==> src/rtl/md_unit_pkg.sv <==
// Shared types and constants for the RV32M multiply/divide unit:
// FSM state encoding, funct3 opcodes and the EX result-mux select.
package md_unit_pkg;

  typedef enum logic [1:0] {
    MD_IDLE,
    MD_CALC,
    MD_FIX,
    MD_DONE
  } md_state_t;

  localparam logic [2:0] F3_MUL    = 3'b000;
  localparam logic [2:0] F3_MULH   = 3'b001;
  localparam logic [2:0] F3_MULHSU = 3'b010;
  localparam logic [2:0] F3_MULHU  = 3'b011;
  localparam logic [2:0] F3_DIV    = 3'b100;
  localparam logic [2:0] F3_DIVU   = 3'b101;
  localparam logic [2:0] F3_REM    = 3'b110;
  localparam logic [2:0] F3_REMU   = 3'b111;

  // EX result mux select for the md_unit output
  localparam logic [2:0] EX_SEL_MD = 3'd5;

endpackage

==> src/rtl/md_unit.sv <==
// Iterative RV32M multiply/divide unit, 34-cycle fixed latency.
// Ports: clk, rst (async high), start, md_op (funct3), operand1/2,
//        flush; outputs busy, done (1-cycle pulse), result (held).
module md_unit
  import md_unit_pkg::*;
#(
  parameter int DATA_WIDTH = 32,
  parameter int CNT_WIDTH  = 6
) (
  input  logic                  clk,
  input  logic                  rst,
  input  logic                  start,
  input  logic [2:0]            md_op,
  input  logic [DATA_WIDTH-1:0] operand1,
  input  logic [DATA_WIDTH-1:0] operand2,
  input  logic                  flush,
  output logic                  busy,
  output logic                  done,
  output logic [DATA_WIDTH-1:0] result
);

  localparam int W = DATA_WIDTH;
  localparam logic [CNT_WIDTH-1:0] LAST =
    CNT_WIDTH'(W - 1);
  localparam logic [W-1:0] SMIN =
    {1'b1, {(W-1){1'b0}}};

  md_state_t state, state_nx;

  logic [2:0]           op_q;
  logic [2*W-1:0]       acc;
  logic [W-1:0]         opb;
  logic                 sign_q;
  logic                 dz_q;
  logic                 ovf_q;
  logic [CNT_WIDTH-1:0] cnt;

  // Incoming op decode
  logic is_div, op1_signed, op2_signed;
  logic s1, s2, sign_in, dz_in, ovf_in;
  logic [W-1:0] mag1, mag2;
  logic accept;

  always_comb begin
    is_div     = md_op[2];
    op1_signed = 1'b0;
    op2_signed = 1'b0;
    unique case (md_op)
      F3_MUL, F3_MULH, F3_DIV, F3_REM: begin
        op1_signed = 1'b1;
        op2_signed = 1'b1;
      end
      F3_MULHSU: op1_signed = 1'b1;
      default: ;
    endcase
  end

  assign s1   = op1_signed & operand1[W-1];
  assign s2   = op2_signed & operand2[W-1];
  assign mag1 = s1 ? -operand1 : operand1;
  assign mag2 = s2 ? -operand2 : operand2;

  // Remainder follows the dividend; everything else is s1^s2
  assign sign_in = (md_op == F3_REM) ? s1 : (s1 ^ s2);
  assign dz_in   = is_div & (operand2 == '0);
  assign ovf_in  = ((md_op == F3_DIV) | (md_op == F3_REM)) &
                   (operand1 == SMIN) & (operand2 == '1);

  assign accept = start & ~flush &
                  ((state == MD_IDLE) | (state == MD_DONE));

  // Latched op decode
  logic q_div, q_rem, q_low;
  assign q_div = op_q[2];
  assign q_rem = op_q[2] & op_q[1];
  assign q_low = (op_q == F3_MUL);

  // Multiply step: acc = {partial_hi, multiplier bits}
  logic [W:0]     msum;
  logic [2*W-1:0] mul_nx;
  assign msum   = {1'b0, acc[2*W-1:W]} +
                  (acc[0] ? {1'b0, opb} : '0);
  assign mul_nx = {msum, acc[W-1:1]};

  // Restoring divide step: acc = {remainder, dividend/quotient}
  logic [W:0]     shl, diff;
  logic [2*W-1:0] div_nx;
  assign shl  = {acc[2*W-1:W], acc[W-1]};
  assign diff = shl - {1'b0, opb};
  assign div_nx = diff[W] ?
    {shl[W-1:0],  acc[W-2:0], 1'b0} :
    {diff[W-1:0], acc[W-2:0], 1'b1};

  // Sign fix-up and result select
  logic [2*W-1:0] prod;
  logic [W-1:0]   quo_s, rem_s, fix_res;

  assign prod  = sign_q ? -acc : acc;
  assign quo_s = sign_q ? -acc[W-1:0] : acc[W-1:0];
  assign rem_s = sign_q ? -acc[2*W-1:W] : acc[2*W-1:W];

  always_comb begin
    fix_res = '0;
    if (!q_div)
      fix_res = q_low ? prod[W-1:0] : prod[2*W-1:W];
    else if (dz_q)
      // rem_s restores the original dividend here
      fix_res = q_rem ? rem_s : '1;
    else if (ovf_q)
      fix_res = q_rem ? '0 : SMIN;
    else
      fix_res = q_rem ? rem_s : quo_s;
  end

  // FSM
  always_ff @(posedge clk or posedge rst) begin
    if (rst) state <= MD_IDLE;
    else     state <= state_nx;
  end

  always_comb begin
    state_nx = state;
    busy     = 1'b0;
    done     = 1'b0;
    unique case (state)
      MD_IDLE: begin
        if (start) state_nx = MD_CALC;
      end
      MD_CALC: begin
        busy = 1'b1;
        if (cnt == LAST) state_nx = MD_FIX;
      end
      MD_FIX: begin
        busy     = 1'b1;
        state_nx = MD_DONE;
      end
      MD_DONE: begin
        done     = 1'b1;
        state_nx = start ? MD_CALC : MD_IDLE;
      end
    endcase
    if (flush) state_nx = MD_IDLE;
  end

  // Datapath
  always_ff @(posedge clk or posedge rst) begin
    if (rst) begin
      op_q   <= '0;
      acc    <= '0;
      opb    <= '0;
      sign_q <= 1'b0;
      dz_q   <= 1'b0;
      ovf_q  <= 1'b0;
      cnt    <= '0;
      result <= '0;
    end else if (accept) begin
      op_q   <= md_op;
      acc    <= {{W{1'b0}}, is_div ? mag1 : mag2};
      opb    <= is_div ? mag2 : mag1;
      sign_q <= sign_in;
      dz_q   <= dz_in;
      ovf_q  <= ovf_in;
      cnt    <= '0;
    end else if (!flush) begin
      if (state == MD_CALC) begin
        acc <= q_div ? div_nx : mul_nx;
        cnt <= cnt + 1'b1;
      end
      if (state == MD_FIX) result <= fix_res;
    end
  end

endmodule

==> config.mk <==
export PLATFORM = sky130hd
export DESIGN_NAME = md_unit
export DESIGN_NICKNAME = d
export VERILOG_FILES = /design/src/rtl/md_unit_pkg.sv /design/src/rtl/md_unit.sv
export SDC_FILE = /design/constraint.sdc
export NUM_CORES = 1
export LEC_CHECK = 0
export BUFFER_PORTS_ARGS = -buffer_cell sky130_fd_sc_hd__buf_2
export CAP_MARGIN = 30
export CORE_MARGIN = 3
export CORE_UTILIZATION = 32
export DETAILED_ROUTE_END_ITERATION = 8
export HOLD_SLACK_MARGIN = 0.03
export PLACE_DENSITY = 0.46
export SYNTH_ARGS = -nofsm -noshare
export SYNTH_HDL_FRONTEND = slang
export SYNTH_SLANG_ARGS = --single-unit
==> constraint.sdc <==
create_clock -name clk -period 4.33 [get_ports clk]
set_input_delay 0.866 -clock clk [delete_from_list [all_inputs] [get_ports clk]]
set_output_delay 0.866 -clock clk [all_outputs]
set_load 0.05 [all_outputs]
==> summary.txt <==
Outcome
  • Status: completed

Timing
  • Unrepaired setup endpoints after global routing: false
  • Slew Limit Fails: 0
  • Relative slew slack: 0.338
  • Final Hold Fails: 0
  • Worst Tran Pin Value: between 0.9 and 1 ns
  • Clock Skews: about 0.015 ns
  • Max Freq: approximately 0.25 GHz
  • Finish-stage setup viols: 0
  • TNS Setup: 0 ns
  • Fin crit share: 0.908
  • Final worst path period need: 3.93 ns

Logic synthesis
  • Mean post-synth cell area: between 7 and 8 um^2
  • Register area share after synthesis: 0.242
  • Main synth FF type: dfrtp_1
  • Async SR Flop Fraction: 1.00
  • EDFF count, synth: 0
  • Synth warn: 0
  • Synth Area in Compound Gates: 0.284
  • Post-synthesis simple-gate area fraction: 0.202
  • Synthesized Nets: roughly 2100
  • Largest family of logic cells by synthesized area: compound AO/OA/AOI/OAI gates
  • Xor/xnor share of the synthesized area: 0.120
  • Cells after Synth: slightly below 2000
  • Post-synth cell types: between 70 and 80
  • Post-synthesis mux area share: 0.0346
  • Adder-Cell Fraction of Synth Area: 0.0665
  • #FFs+latches synth: around 140
  • Mapped cell area: around 15000 um^2

Floorplanning
  • Site row count: 77
  • Initial Util: 0.328
  • I/O pin total: between 100 and 150
  • Die height: 220 um
  • Core area: 44800 um^2
  • Die ar.: slightly below 50000 um^2
  • Die X: around 220 um

Critical path
  • CP max FO: 6
  • Buf+Inv Stages, Crit Path: 3
  • CP top delay family: simple AND/OR/NAND/NOR gates
  • Setup CP Type: reg2reg
  • Slowest CP cell: a2111oi_0
  • Critical path required time: 4.68 ns
  • Crit path DAT: about 4.3 ns
  • Largest stage delay, worst path: about 0.76 ns
  • Type of origin of the critical path: register
  • Critical path capture point type: register
  • Worst path cell trace: inv_1 > buf_4 > ha_1 > nor4b_1 > nand3_1 > or4b_1 > o21ai_0 > nand2_1 > xor2_1 > a2111oi_0 > buf_4 > nor2_1
  • Most used cell, CP: buf_4

Global route
  • Tot GR Track Use: 0.242
  • Pin count of the biggest net entering global routing: 143
  • Number of global-route vias before repair: ~14000
  • Antenna violations before repair: 1
  • First-pass GRT wire length: a little under 90000 um
  • GRT overflow: 0

Placed design
  • DP HPWL: around 46000 um
  • GP Congestion: around 0.92
  • Port Buffers: 104

Flow run
  • Max-cap violations: 0

Drt
  • Vias per cell: about 5.7
  • Routed wire per std cell: 22.1 um
  • 1st-iter DRT viols: 1193
  • Detail Route Antenna Nets: 0
  • Vias: approximately 15000
  • Drt pass-1 iters: 5
  • Total routed wirelength: between 50000 and 60000 um
  • DRC Markers: 0

Clock tree
  • Cts hold-fix bufs: 0
  • CTS clk-pin slew, worst paths: around 0.060 ns
  • Worst skew pair latency: roughly 0.46 ns
  • Clock sink count: 142
  • Root Buffer: clkbuf_16
  • CTS buffer count: 17
  • CTS tree: built
  • Clock buffer depth: 2
  • H-tree lvl count: 4

Layout
  • Nets: approximately 2200
  • Layout cells sized above 1: 0.115
  • # fillers: ~4800
  • Commonest non-fill, non-tap cells in the layout: nor2_1, a21oi_1, o21ai_0
  • Leading cell type in the layout, fill and taps excluded: nor2_1
  • Number of antenna diodes: 0
  • Multi-input gate area: 10400 um^2
  • Sequential cell area: around 3600 um^2
  • Synth-to-Final Area Change: 13.0%

Pwr
  • Overall power: 14.4 mW
  • PD cells: 867 nW/um^2
  • Max IR drop VDD: about 300 uV
  • Leakage power figure: 7.24 nW

Hold path
  • Min-delay worst type: reg2reg
-- power breakdown --
part	switching (mW)	internal (mW)	total (mW)
Sequential	0.727	1.89	2.62
Combinational	6.58	3.72	10.3
Clock	0.662	0.840	1.50
Total	7.97	6.45	14.4
-- kinds of logic (layout without fill, tap and decap cells) --
group,Yosys count,in the layout
AO/OA/AOI/OAI,676,676
AND/OR/NAND/NOR,643,643
XOR/XNOR,201,201
buffers and inverters,199,278
flip-flops,142,142
adder cells (fa/ha/maj),77,77
multiplexers,50,50
-- metrics by stage --
step / std cells / hold WS [ns] / util / cell area, um^2 / setup slack [ns]
after floorplan: 1988 / 0.450 / - / 14700 / 0.624
after global placement: 2627 / 0.453 / 0.358 / 16000 / 0.328
after detailed placement: 2627 / 0.463 / 0.358 / 16000 / 0.309
after CTS: 2659 / 0.477 / 0.371 / 16600 / 0.256
after global routing: 2659 / 0.513 / 0.371 / 16600 / 0.0870
final: 2659 / 0.466 / 0.371 / 16600 / 0.400
-- layer usage --
| layer | vias up | routed length [um] | share of wire | track usage |
|---|---|---|---|---|
| met3 | 69 | 3700 | 0.063 | 0.0365 |
| met5 | - | 0 | 0 | 0 |
| met2 | 506 | 25900 | 0.44 | 0.378 |
| met4 | 0 | 1280 | 0.022 | 0.0663 |
| li1 | 7333 | - | - | - |
| met1 | 7338 | 27800 | 0.47 | 0.347 |
-- sequential cells by signal, indices dropped and copies added (netlist names) --
signal  count
result     32
sign_q      1
opb        32
cnt         6
acc        64
dz_q        1
state       2
ovf_q       1
op_q        3
-- synth_stat cells, drive strengths merged, types with 13 or more instances --
cell / number / area share
or4: 15 / 0.0082
a211oi: 18 / 0.0092
nand4: 23 / 0.0098
or3: 22 / 0.0094
o41ai: 13 / 0.0077
mux2i: 43 / 0.029
xnor2: 123 / 0.073
buf: 19 / 0.0058
a21oi: 202 / 0.069
o21ai: 199 / 0.068
nand2b: 19 / 0.0081
nor4: 15 / 0.0064
a22oi: 23 / 0.012
o31ai: 32 / 0.017
o21a: 14 / 0.0071
and3: 13 / 0.0055
ha: 75 / 0.064
xor2: 78 / 0.046
inv: 72 / 0.018
nor3: 41 / 0.014
o211ai: 16 / 0.0082
a31oi: 20 / 0.0085
nand3: 31 / 0.011
clkbuf: 108 / 0.028
and2: 14 / 0.0060
dfrtp: 142 / 0.24
nand2: 192 / 0.049
a21o: 35 / 0.018
nor2: 221 / 0.056
-- worst register-to-register path, cell delays in order, from the launching register on --
cell and delay (ns):
dfrtp_1 0.42, inv_1 0.15, buf_4 0.20, ha_1 0.20, nor4b_1 0.34, nand3_1 0.27
or4b_1 0.58, o21ai_0 0.38, nand2_1 0.11, xor2_1 0.16, a2111oi_0 0.76, buf_4 0.22
nor2_1 0.04
-- what timing repair did --
| item | in CTS | in global routing |
|---|---|---|
| endpoints found under the hold margin | 0 | 0 |
| setup endpoints to repair | 0 | 8 |
| gates resized for setup | 0 | 1 |
| setup buffers | 0 | 0 |
-- area by class of cell --
class | count | area share
clock inverters | 11 | 0.00632
clock buffers | 21 | 0.0283
inverters | 72 | 0.0165
multi-input cells | 1647 | 0.627
repair buffers | 174 | 0.0637
well taps | 592 | 0.0446
flip-flops and latches | 142 | 0.214
-- worst paths after layout --
| kind | startpoint | to | slack, ns | cells past startpoint |
|---|---|---|---|---|
| hold reg to reg | result[3] | result[3] | 0.47 | 2 |
| min in group asynchronous | rst | result[9] | 0.64 | 3 |
| setup / recovery | acc[0] | result[22] | 0.40 | 12 |
| max in group asynchronous | rst | opb[24] | 3.04 | 3 |
| setup reg to reg | acc[0] | result[22] | 0.40 | 12 |
| hold / removal | result[3] | result[3] | 0.47 | 2 |
(Power assumes the default switching activity.)
